**src/rtl/wfifo_wr_arbiter_if.sv**
```systemverilog
// wfifo_wr_arbiter_if
//   Bundles the requester-side handshake and the async FIFO write port that the
//   write arbiter sits between.
//   master : the arbiter (drives req_ready, winc, wdata, busy, owner)
//   slave  : the requesters / FIFO side (drives req_valid, req_last, req_data, wfull)
//   Signals:
//     req_valid [NREQ]           per-requester word valid
//     req_last  [NREQ]           per-requester last word of packet
//     req_data  [NREQ*DATA_SIZE] requester i at [i*DATA_SIZE +: DATA_SIZE]
//     req_ready [NREQ]           per-requester accept, one-hot or zero
//     wfull                      FIFO full flag
//     winc                       FIFO write strobe
//     wdata     [DATA_SIZE]      FIFO write data
//     busy                       arbiter is in a burst
//     owner     [ID_W]           current owner index
interface wfifo_wr_arbiter_if #(
    parameter int NREQ      = 4,
    parameter int DATA_SIZE = 8
);
    localparam int ID_W = ($clog2(NREQ) > 1) ? $clog2(NREQ) : 1;

    logic [NREQ-1:0]           req_valid;
    logic [NREQ-1:0]           req_last;
    logic [NREQ*DATA_SIZE-1:0] req_data;
    logic [NREQ-1:0]           req_ready;
    logic                      wfull;
    logic                      winc;
    logic [DATA_SIZE-1:0]      wdata;
    logic                      busy;
    logic [ID_W-1:0]           owner;

    modport master (
        input  req_valid, req_last, req_data, wfull,
        output req_ready, winc, wdata, busy, owner
    );

    modport slave (
        output req_valid, req_last, req_data, wfull,
        input  req_ready, winc, wdata, busy, owner
    );
endinterface

```
**src/rtl/wfifo_wr_arbiter.sv**
```systemverilog
// wfifo_wr_arbiter
//   Round-robin arbiter sharing the single write port of the async FIFO among
//   NREQ requesters. A grant lasts until the owner's req_last word or
//   MAX_BURST words, whichever comes first; wfull stalls the burst in place.
//   The releasing owner becomes lowest priority for the next arbitration.
//   Ports:
//     wclk  in  write clock, all logic on posedge
//     wrst  in  synchronous active-high reset
//     bus   wfifo_wr_arbiter_if.master (requester handshake + FIFO write port)
//   Optional feature macro: WARB_IDLE_TIMEOUT_EN
//     When defined, an owner whose valid stays low for TIMEOUT consecutive
//     cycles loses its grant. When undefined an idle owner keeps the grant.
//
//   state  | meaning
//   -------+------------------------------------------------------------
//   IDLE   | no owner; arbitrate among valid requesters (1 cycle bubble)
//   BURST  | owner holds the write port, words pass straight through
module wfifo_wr_arbiter #(
    parameter int NREQ      = 4,
    parameter int DATA_SIZE = 8,
    parameter int MAX_BURST = 16,
    parameter int TIMEOUT   = 8
) (
    input  logic                     wclk,
    input  logic                     wrst,
    wfifo_wr_arbiter_if.master       bus
);
    localparam int ID_W   = ($clog2(NREQ) > 1) ? $clog2(NREQ) : 1;
    localparam int SUM_W  = ID_W + 1;
    localparam int BCNT_W = $clog2(MAX_BURST) + 1;

    typedef enum logic {S_IDLE, S_BURST} state_t;

    state_t              state_q, state_d;
    logic [ID_W-1:0]     rr_ptr_q, rr_ptr_d;
    logic [ID_W-1:0]     owner_q, owner_d;
    logic [BCNT_W-1:0]   bcnt_q, bcnt_d;

    logic [DATA_SIZE-1:0] data_arr [NREQ];
    logic                 any_valid;
    logic [ID_W-1:0]      pick;
    logic                 xfer;
    logic                 release_grant;
    logic [NREQ-1:0]      ready_c;
    logic                 winc_c;
    logic [DATA_SIZE-1:0] wdata_c;
    logic                 busy_c;

`ifdef WARB_IDLE_TIMEOUT_EN
    localparam int IDLE_W = $clog2(TIMEOUT) + 1;
    logic [IDLE_W-1:0]    idle_cnt_q, idle_cnt_d;
`endif

    for (genvar g = 0; g < NREQ; g++) begin : g_slice
        assign data_arr[g] = bus.req_data[g*DATA_SIZE +: DATA_SIZE];
    end

    // First valid requester scanning rr_ptr, rr_ptr+1, ... wrapping at NREQ.
    always_comb begin
        logic [SUM_W-1:0] sum;
        logic [ID_W-1:0]  cand;
        any_valid = 1'b0;
        pick      = '0;
        sum       = '0;
        cand      = '0;
        for (int k = 0; k < NREQ; k++) begin
            sum = {1'b0, rr_ptr_q} + SUM_W'(k);
            if (sum >= SUM_W'(NREQ)) begin
                sum = sum - SUM_W'(NREQ);
            end
            cand = sum[ID_W-1:0];
            if (!any_valid && bus.req_valid[cand]) begin
                any_valid = 1'b1;
                pick      = cand;
            end
        end
    end

    always_comb begin
        state_d       = state_q;
        rr_ptr_d      = rr_ptr_q;
        owner_d       = owner_q;
        bcnt_d        = bcnt_q;
        ready_c       = '0;
        winc_c        = 1'b0;
        wdata_c       = '0;
        busy_c        = 1'b0;
        xfer          = 1'b0;
        release_grant = 1'b0;
`ifdef WARB_IDLE_TIMEOUT_EN
        idle_cnt_d    = idle_cnt_q;
`endif
        case (state_q)
            S_IDLE: begin
                if (any_valid) begin
                    state_d = S_BURST;
                    owner_d = pick;
                    bcnt_d  = '0;
`ifdef WARB_IDLE_TIMEOUT_EN
                    idle_cnt_d = '0;
`endif
                end
            end
            S_BURST: begin
                busy_c           = 1'b1;
                ready_c[owner_q] = ~bus.wfull;
                wdata_c          = data_arr[owner_q];
                xfer             = bus.req_valid[owner_q] & ~bus.wfull;
                winc_c           = xfer;
                if (xfer) begin
                    bcnt_d = bcnt_q + 1'b1;
                    if (bus.req_last[owner_q] || bcnt_q == BCNT_W'(MAX_BURST - 1)) begin
                        release_grant = 1'b1;
                    end
                end
`ifdef WARB_IDLE_TIMEOUT_EN
                // Only cycles with the owner's valid low count as idle; a
                // wfull stall with valid high clears the counter.
                if (!bus.req_valid[owner_q]) begin
                    if (idle_cnt_q == IDLE_W'(TIMEOUT - 1)) begin
                        release_grant = 1'b1;
                    end else begin
                        idle_cnt_d = idle_cnt_q + 1'b1;
                    end
                end else begin
                    idle_cnt_d = '0;
                end
`endif
                if (release_grant) begin
                    state_d  = S_IDLE;
                    rr_ptr_d = (owner_q == ID_W'(NREQ - 1)) ? '0 : owner_q + 1'b1;
                end
            end
            default: state_d = S_IDLE;
        endcase

        // Outputs are forced quiet during reset, independent of state.
        if (wrst) begin
            ready_c = '0;
            winc_c  = 1'b0;
            wdata_c = '0;
            busy_c  = 1'b0;
        end
    end

    always_ff @(posedge wclk) begin
        if (wrst) begin
            state_q  <= S_IDLE;
            rr_ptr_q <= '0;
            owner_q  <= '0;
            bcnt_q   <= '0;
        end else begin
            state_q  <= state_d;
            rr_ptr_q <= rr_ptr_d;
            owner_q  <= owner_d;
            bcnt_q   <= bcnt_d;
        end
    end

`ifdef WARB_IDLE_TIMEOUT_EN
    always_ff @(posedge wclk) begin
        if (wrst) begin
            idle_cnt_q <= '0;
        end else begin
            idle_cnt_q <= idle_cnt_d;
        end
    end
`endif

    assign bus.req_ready = ready_c;
    assign bus.winc      = winc_c;
    assign bus.wdata     = wdata_c;
    assign bus.busy      = busy_c;
    assign bus.owner     = owner_q;
endmodule
```
**src/flat_wrapper.sv**
```systemverilog
// flat-port wrapper written by rule: the top's interface ports become plain ports
module wfifo_wr_arbiter_flat 
#(
    parameter int NREQ      = 4,
    parameter int DATA_SIZE = 8,
    parameter int MAX_BURST = 16,
    parameter int TIMEOUT   = 8
)
  (wclk, wrst, bus_req_valid, bus_req_last, bus_req_data, bus_wfull, bus_req_ready, bus_winc, bus_wdata, bus_busy, bus_owner);
  wfifo_wr_arbiter_if #(.NREQ(NREQ), .DATA_SIZE(DATA_SIZE)) bus_i ();
  input  logic wclk;
  input  logic wrst;
  input wire logic [$bits(bus_i.req_valid)-1:0] bus_req_valid;
  input wire logic [$bits(bus_i.req_last)-1:0] bus_req_last;
  input wire logic [$bits(bus_i.req_data)-1:0] bus_req_data;
  input wire logic [$bits(bus_i.wfull)-1:0] bus_wfull;
  output wire logic [$bits(bus_i.req_ready)-1:0] bus_req_ready;
  output wire logic [$bits(bus_i.winc)-1:0] bus_winc;
  output wire logic [$bits(bus_i.wdata)-1:0] bus_wdata;
  output wire logic [$bits(bus_i.busy)-1:0] bus_busy;
  output wire logic [$bits(bus_i.owner)-1:0] bus_owner;
  assign bus_i.req_valid = bus_req_valid;
  assign bus_i.req_last = bus_req_last;
  assign bus_i.req_data = bus_req_data;
  assign bus_i.wfull = bus_wfull;
  assign bus_req_ready = bus_i.req_ready;
  assign bus_winc = bus_i.winc;
  assign bus_wdata = bus_i.wdata;
  assign bus_busy = bus_i.busy;
  assign bus_owner = bus_i.owner;
  wfifo_wr_arbiter #(.NREQ(NREQ), .DATA_SIZE(DATA_SIZE), .MAX_BURST(MAX_BURST), .TIMEOUT(TIMEOUT)) u_core (.wclk(wclk), .wrst(wrst), .bus(bus_i));
endmodule
```
**config.mk**
```make
export PLATFORM = sky130hd
export DESIGN_NAME = wfifo_wr_arbiter_flat
export DESIGN_NICKNAME = d
export VERILOG_FILES = /design/src/rtl/wfifo_wr_arbiter_if.sv /design/src/rtl/wfifo_wr_arbiter.sv /design/src/flat_wrapper.sv
export SDC_FILE = /design/constraint.sdc
export NUM_CORES = 1
export LEC_CHECK = 0
export ABC_AREA = 1
export CORE_MARGIN = 4
export CORE_UTILIZATION = 41
export CTS_BUF_LIST = sky130_fd_sc_hd__clkbuf_8
export CTS_CLUSTER_DIAMETER = 120
export DETAILED_ROUTE_END_ITERATION = 16
export GPL_TIMING_DRIVEN = 0
export MAX_ROUTING_LAYER = met4
export PLACE_DENSITY_LB_ADDON = 0.15
export SYNTH_ARGS = -nofsm -noshare
export SYNTH_HDL_FRONTEND = slang
export SYNTH_SLANG_ARGS = --single-unit
```
**constraint.sdc**
```tcl
create_clock -name wclk -period 1.7 [get_ports wclk]
set_input_delay 0.34 -clock wclk [delete_from_list [all_inputs] [get_ports wclk]]
set_output_delay 0.34 -clock wclk [all_outputs]
set_load 0.01 [all_outputs]
```
==> qor.csv, run 1 <==
metric,value,unit
outcome,finished with violations,
failed_checks,negative setup slack,
post-place-ws,-772.2,ps
vias,1541,
ioPinCount,59,
portBuffers,58,
min_period_over_period,1.088,
htreeDepth,1,
criticalPathCategory,register to output port,
cts_made_buffers,3,
start_kind,register,
crit_arrival,1510,ps
syn-num-nets,248,
dpl_cell_area,0.001738,mm²
n_antenna_cell,0,
maxCapViolCount,0,
dieArea,0.003625,mm²
grt_overflow,0,
grt_max_degree,12,
fillerInstances,215,
track_usage,0.2456,
netlist_instances,199,
viasPerCell,5.086,
final_area,0.001942,mm²
clock_sinks,10,
drt_iter0_drc,118,
synth_cell_types,26,
hp-class,register to register,
slowest_delay,360,ps
holdCritStartpoint,u_core.bcnt_q[4]$_SDFFE_PP0P_,
final_common_cell,nor2_1,
cts_root_buf,clkbuf_8,
utilization,0.7630,
powerDensity,600.0,mW/mm²
p_leak,0.9033,nW
clockBufferDepth,2,
instances_no_fill,303,
start_util,0.4390,
antenna_found_initial,0,
layout.nets,324,
clk_pin_slew,50,ps
drive_gt1_frac,0.2344,
clk_latency,240,ps
multi_input_area,853.3,µm²
clock-skew-final,3.215,ps
postSynthAreaPerCell,5.615,µm²
row_count,18,
grt_pass1_vias,1421,
syn_to_final_growth,73.80,%
finalSetupViolations,12,
slew_headroom,0.8200,
ys_ff_latch,10,
cp-startpoint,u_core.bus.owner[0]$_SDFFE_PP0P_,
register_area,210.2,µm²
slowest_stage,dfxtp_4,
place_inst,287,
hpwl,2989,µm
vdd_ir_drop_max,655.1,µV
fmax,540.8,MHz
r2r_start,u_core.bus.owner[0]$_SDFFE_PP0P_,
rsz0062_at_grt,yes,
layout_common_cells,"nor2_1 (47), clkdlybuf4s50_1 (39), nand2_1 (35)",
drt_pre_antenna_iters,4,
fin_crit,1849,ps
final_antenna_net_count,0,
grt_pass1_wl,6499,µm
cts_tree,built,
hold_viol_final,0,
die_x,60.21,µm
finalMaxSlewViolations,0,
yosysSeqAreaShare,0.1792,
fin_ws,-149.3,ps
gp_congestion,0.8167,
design.core.area,0.002545,mm²
tightest_slew,269.6,ps
routedWlPerCell,13.78,µm
drcViolationCount,0,
routed_wl,4176,µm
yosysWarningCount,0,
ctsHoldBuffers,0,
cp-end-kind,output port,
synthesis.area,0.001117,mm²
cp.required,1360,ps
cp_cell_sequence,buf_8 > buf_6 > o211ai_1 > nand2_1 > nand3_4 > inv_2 > nand2_2 > inv_2 > buf_6,
setup_tns,-887.8,ps
worstPathMaxFanout,5,
chipHeight,60.21,µm
-- Yosys cell counts --
| cell | count | area share |
|---|---|---|
| clkbuf_2 | 1 | 0.0045 |
| nor2_1 | 48 | 0.16 |
| o211ai_1 | 3 | 0.020 |
| inv_2 | 3 | 0.010 |
| buf_2 | 2 | 0.0090 |
| xor2_1 | 1 | 0.0078 |
| nor2_4 | 1 | 0.010 |
| o21ai_1 | 3 | 0.013 |
| nand3_1 | 6 | 0.027 |
| ha_1 | 6 | 0.067 |
| a21boi_0 | 1 | 0.0067 |
| inv_1 | 15 | 0.050 |
| clkinv_1 | 1 | 0.0034 |
| nand3_2 | 2 | 0.018 |
| a21oi_2 | 1 | 0.0078 |
| dfxtp_1 | 10 | 0.18 |
| nand4_1 | 1 | 0.0056 |
| nand3b_1 | 2 | 0.013 |
| o22ai_1 | 1 | 0.0056 |
| nand2_2 | 6 | 0.034 |
| a21oi_1 | 15 | 0.067 |
| o21ai_0 | 27 | 0.12 |
| nand2_1 | 39 | 0.13 |
| clkbuf_1 | 2 | 0.0067 |
| buf_6 | 1 | 0.010 |
| nand2_4 | 1 | 0.010 |
-- sequential cells by signal (all words and copies together) (netlist names) --
| signal | cells |
|---|---|
| u_core.bcnt_q | 5 |
| u_core.bus.owner | 2 |
| u_core.rr_ptr_q | 2 |
| u_core.state_q | 1 |
-- worst paths after layout --
kind / slack, ps / endpoint / depth (start not counted)
setup / recovery: -150 / bus_winc / 9
hold reg to reg: 480 / u_core.bcnt_q[4]$_SDFFE_PP0P_ / 2
setup reg to reg: 0 / u_core.bcnt_q[1]$_SDFFE_PP0P_ / 13
hold / removal: 480 / u_core.bcnt_q[4]$_SDFFE_PP0P_ / 2
-- power breakdown --
group / total [mW] / switching (mW) / internal, mW
clock network: 0.247 / 0.0917 / 0.155
logic: 0.637 / 0.329 / 0.308
registers: 0.281 / 0.0273 / 0.254
-- through the flow --
stage | power, mW | hold slack, ps
after detailed placement | 0.8159 | 478.1
after global placement | 0.8094 | 469.0
after floorplan | 0.5839 | 409.1
after global routing | 1.254 | 514.8
final | 1.165 | 482.1
after CTS | 1.135 | 482.8
-- repair_timing --
item	4_1_cts	5_1_grt
cloned	0	0
setup buffers	12	2
endpoints found under the setup margin	16	22
pin swaps	4	6
resized for setup	87	20
-- layout make-up --
cell class                 instances  area share
sequential                        10      0.1082
clock buffer                       3     0.02126
inverter                          19     0.04059
buffer                             6     0.04446
tap                               30     0.01933
multi-input combinational        164      0.4394
timing repair buffer              71      0.3267
-- layer usage --
| layer | routed length [µm] | GRT usage | vias up |
|---|---|---|---|
| li1 | - | - | 795 |
| met1 | 1712 | 0.2793 | 688 |
| met4 | 77 | 0.06329 | 0 |
| met2 | 2104 | 0.4321 | 50 |
| met3 | 282 | 0.05184 | 8 |
| met5 | 0 | - | - |
-- logic make-up (layout without fill, tap and decap cells) --
kind of cell	after synthesis	after routing	share of synthesized area
compound gates	51	51	0.2419
xor+xnor	1	1	0.007840
fa+ha+maj	6	6	0.06719
buf+inv	25	99	0.09406
flops	10	10	0.1792
simple gates	106	106	0.4099
-- critical path: cells and delay by family (launching register included) --
family                 cells  cell delay (ps)
AND/OR/NAND/NOR            3              310
flip-flops                 1              360
AO/OA/AOI/OAI              1              160
buffers and inverters      5              450
(Power assumes the default switching activity.)
==> inputs of run 2 (changes only) <==
--- a/config.mk
+++ b/config.mk
@@ -6,14 +6,15 @@
 export NUM_CORES = 1
 export LEC_CHECK = 0
 export ABC_AREA = 1
+export CAP_MARGIN = 15
 export CORE_MARGIN = 4
-export CORE_UTILIZATION = 41
+export CORE_UTILIZATION = 37
 export CTS_BUF_LIST = sky130_fd_sc_hd__clkbuf_8
 export CTS_CLUSTER_DIAMETER = 120
 export DETAILED_ROUTE_END_ITERATION = 16
 export GPL_TIMING_DRIVEN = 0
 export MAX_ROUTING_LAYER = met4
-export PLACE_DENSITY_LB_ADDON = 0.15
+export PLACE_DENSITY = 0.86
 export SYNTH_ARGS = -nofsm -noshare
 export SYNTH_HDL_FRONTEND = slang
 export SYNTH_SLANG_ARGS = --single-unit
==> constraint.sdc (replaced) <==
create_clock -name wclk -period 1.6 [get_ports wclk]
set_input_delay 0.32 -clock wclk [delete_from_list [all_inputs] [get_ports wclk]]
set_output_delay 0.32 -clock wclk [all_outputs]
set_load 0.01 [all_outputs]
==> qor.csv, run 2 (same netlist as run 1, synthesis figures left out) <==
metric,value,unit
post-place-ws,-852.2,ps
clock_sinks,10,
antenna_found_initial,0,
routedWlPerCell,16.72,µm
hold_viol_final,0,
cts_tree,built,
rrSetupSlack,-200,ps
syn_to_final_growth,97.76,%
outcome,finished with violations,
finalSetupViolations,16,
clk_pin_slew,50,ps
clockBufferDepth,2,
grt_max_degree,12,
portBuffers,58,
start_util,0.3950,
htreeDepth,1,
routed_wl,5284,µm
hp-class,primary input to register,
ioPinCount,59,
crit_arrival,1560,ps
drive_gt1_frac,0.3439,
largest_register_ffs,5,
final_common_cell,clkdlybuf4s50_1,
finalMaxSlewViolations,0,
cts_made_buffers,3,
row_count,19,
grt_overflow,0,
start_kind,register,
n_antenna_cell,0,
p_leak,0.9909,nW
maxCapViolCount,0,
wl_met1,1942,µm
vias,1724,
viasPerCell,5.456,
rsz0062_at_grt,yes,
wl_met2,2821,µm
grt_pass1_vias,1682,
ctsHoldBuffers,0,
fmax,531.4,MHz
cts_root_buf,clkbuf_8,
failed_checks,negative setup slack,
fin_crit,1882,ps
instances_no_fill,316,
min_period_over_period,1.176,
tightest_slew,319.9,ps
die_x,62.95,µm
cp.required,1280,ps
hpwl,2920,µm
min_to,u_core.bus.owner[0]$_SDFFE_PP0P_,
r2r.worst_path.cells,13,
layout_common_cells,"clkdlybuf4s50_1 (39), nor2_1 (38), nand2_1 (33)",
design.core.area,0.002829,mm²
drcViolationCount,0,
worstPathMaxFanout,7,
powerDensity,669.1,mW/mm²
vdd_ir_drop_max,730.1,µV
top_layer_used,met4,
criticalPathCategory,register to output port,
cp-end-kind,output port,
reg2reg_to,u_core.bcnt_q[4]$_SDFFE_PP0P_,
drt_iter0_drc,125,
clock-skew-final,1.646,ps
fin_ws,-281.9,ps
gp_congestion,0.8544,
wl_met3,325,µm
holdCritStartpoint,wrst,
r2r_start,u_core.bus.owner[0]$_SDFFE_PP0P_,
slew_headroom,0.7865,
final_antenna_net_count,0,
layout.nets,335,
largest_register,u_core.bcnt_q,
grt_pass1_wl,7769,µm
drt_pre_antenna_iters,4,
dieArea,0.003963,mm²
chipHeight,62.95,µm
hold_depth,2,
place_inst,288,
track_usage,0.2532,
clk_latency,240,ps
==> run 2: critical path: stages (launching register included) <==
cell	delay [ps]
dfxtp_2	360
buf_8	130
buf_8	130
buf_8	120
nor2_1	50
nor2_1	120
o21ai_1	110
a21oi_1	140
buf_2	160
==> run 2: layer usage <==
metal / vias to the layer above / track usage
met5: - / -
met4: 0 / 0.1240
met3: 22 / 0.05396
met2: 73 / 0.4638
met1: 807 / 0.2508
li1: 822 / -
==> run 2: cell type report <==
class | instances | area (µm²)
timing repair buffer | 82 | 785.8
multi-input combinational | 164 | 938.4
sequential | 10 | 214.0
tap | 31 | 38.79
buffer | 6 | 86.33
fill | 171 | 619.3
clock buffer | 4 | 55.05
inverter | 19 | 91.34
==> run 2: stage by stage <==
step           instance area (µm²)  total power, mW  hold slack, ps  utilization  setup TNS (ps)
3_5_place_dp                  1743           0.8694           480.0       0.6161          -13140
4_1_cts                       2096            1.358           488.8       0.7408           -2057
3_3_place_gp                  1743           0.8573           469.2       0.6161          -12630
5_1_grt                       2210            1.554           351.1       0.7811           -3866
2_1_floorplan                 1124           0.6233           381.7            -               0
6_report                      2210            1.478           331.3       0.7811           -2756
==> run 2: worst max-delay path by stage <==
stage / slack (ps) / end / cells after the start / startpoint
2_1_floorplan: 30 / bus_wdata[0] / 7 / u_core.bus.owner[0]$_SDFFE_PP0P_
3_3_place_gp: -840 / bus_wdata[6] / 5 / wrst
3_5_place_dp: -850 / bus_wdata[6] / 5 / wrst
4_1_cts: -200 / bus_winc / 10 / u_core.bus.owner[0]$_SDFFE_PP0P_
5_1_grt: -350 / bus_wdata[5] / 8 / u_core.bus.owner[0]$_SDFFE_PP0P_
6_report: -280 / bus_wdata[5] / 8 / u_core.bus.owner[0]$_SDFFE_PP0P_
==> run 2: where the power goes <==
group	internal (mW)	switching [mW]
clock network	0.217	0.105
registers	0.269	0.0307
logic	0.425	0.432
total	0.911	0.567
==> run 2: what timing repair did <==
item                                    in CTS  in global routing
resized for setup                          105                 40
pin swaps                                   11                 16
cloned                                       1                  1
endpoints found under the setup margin      21                 23
buffers inserted                            22                  5
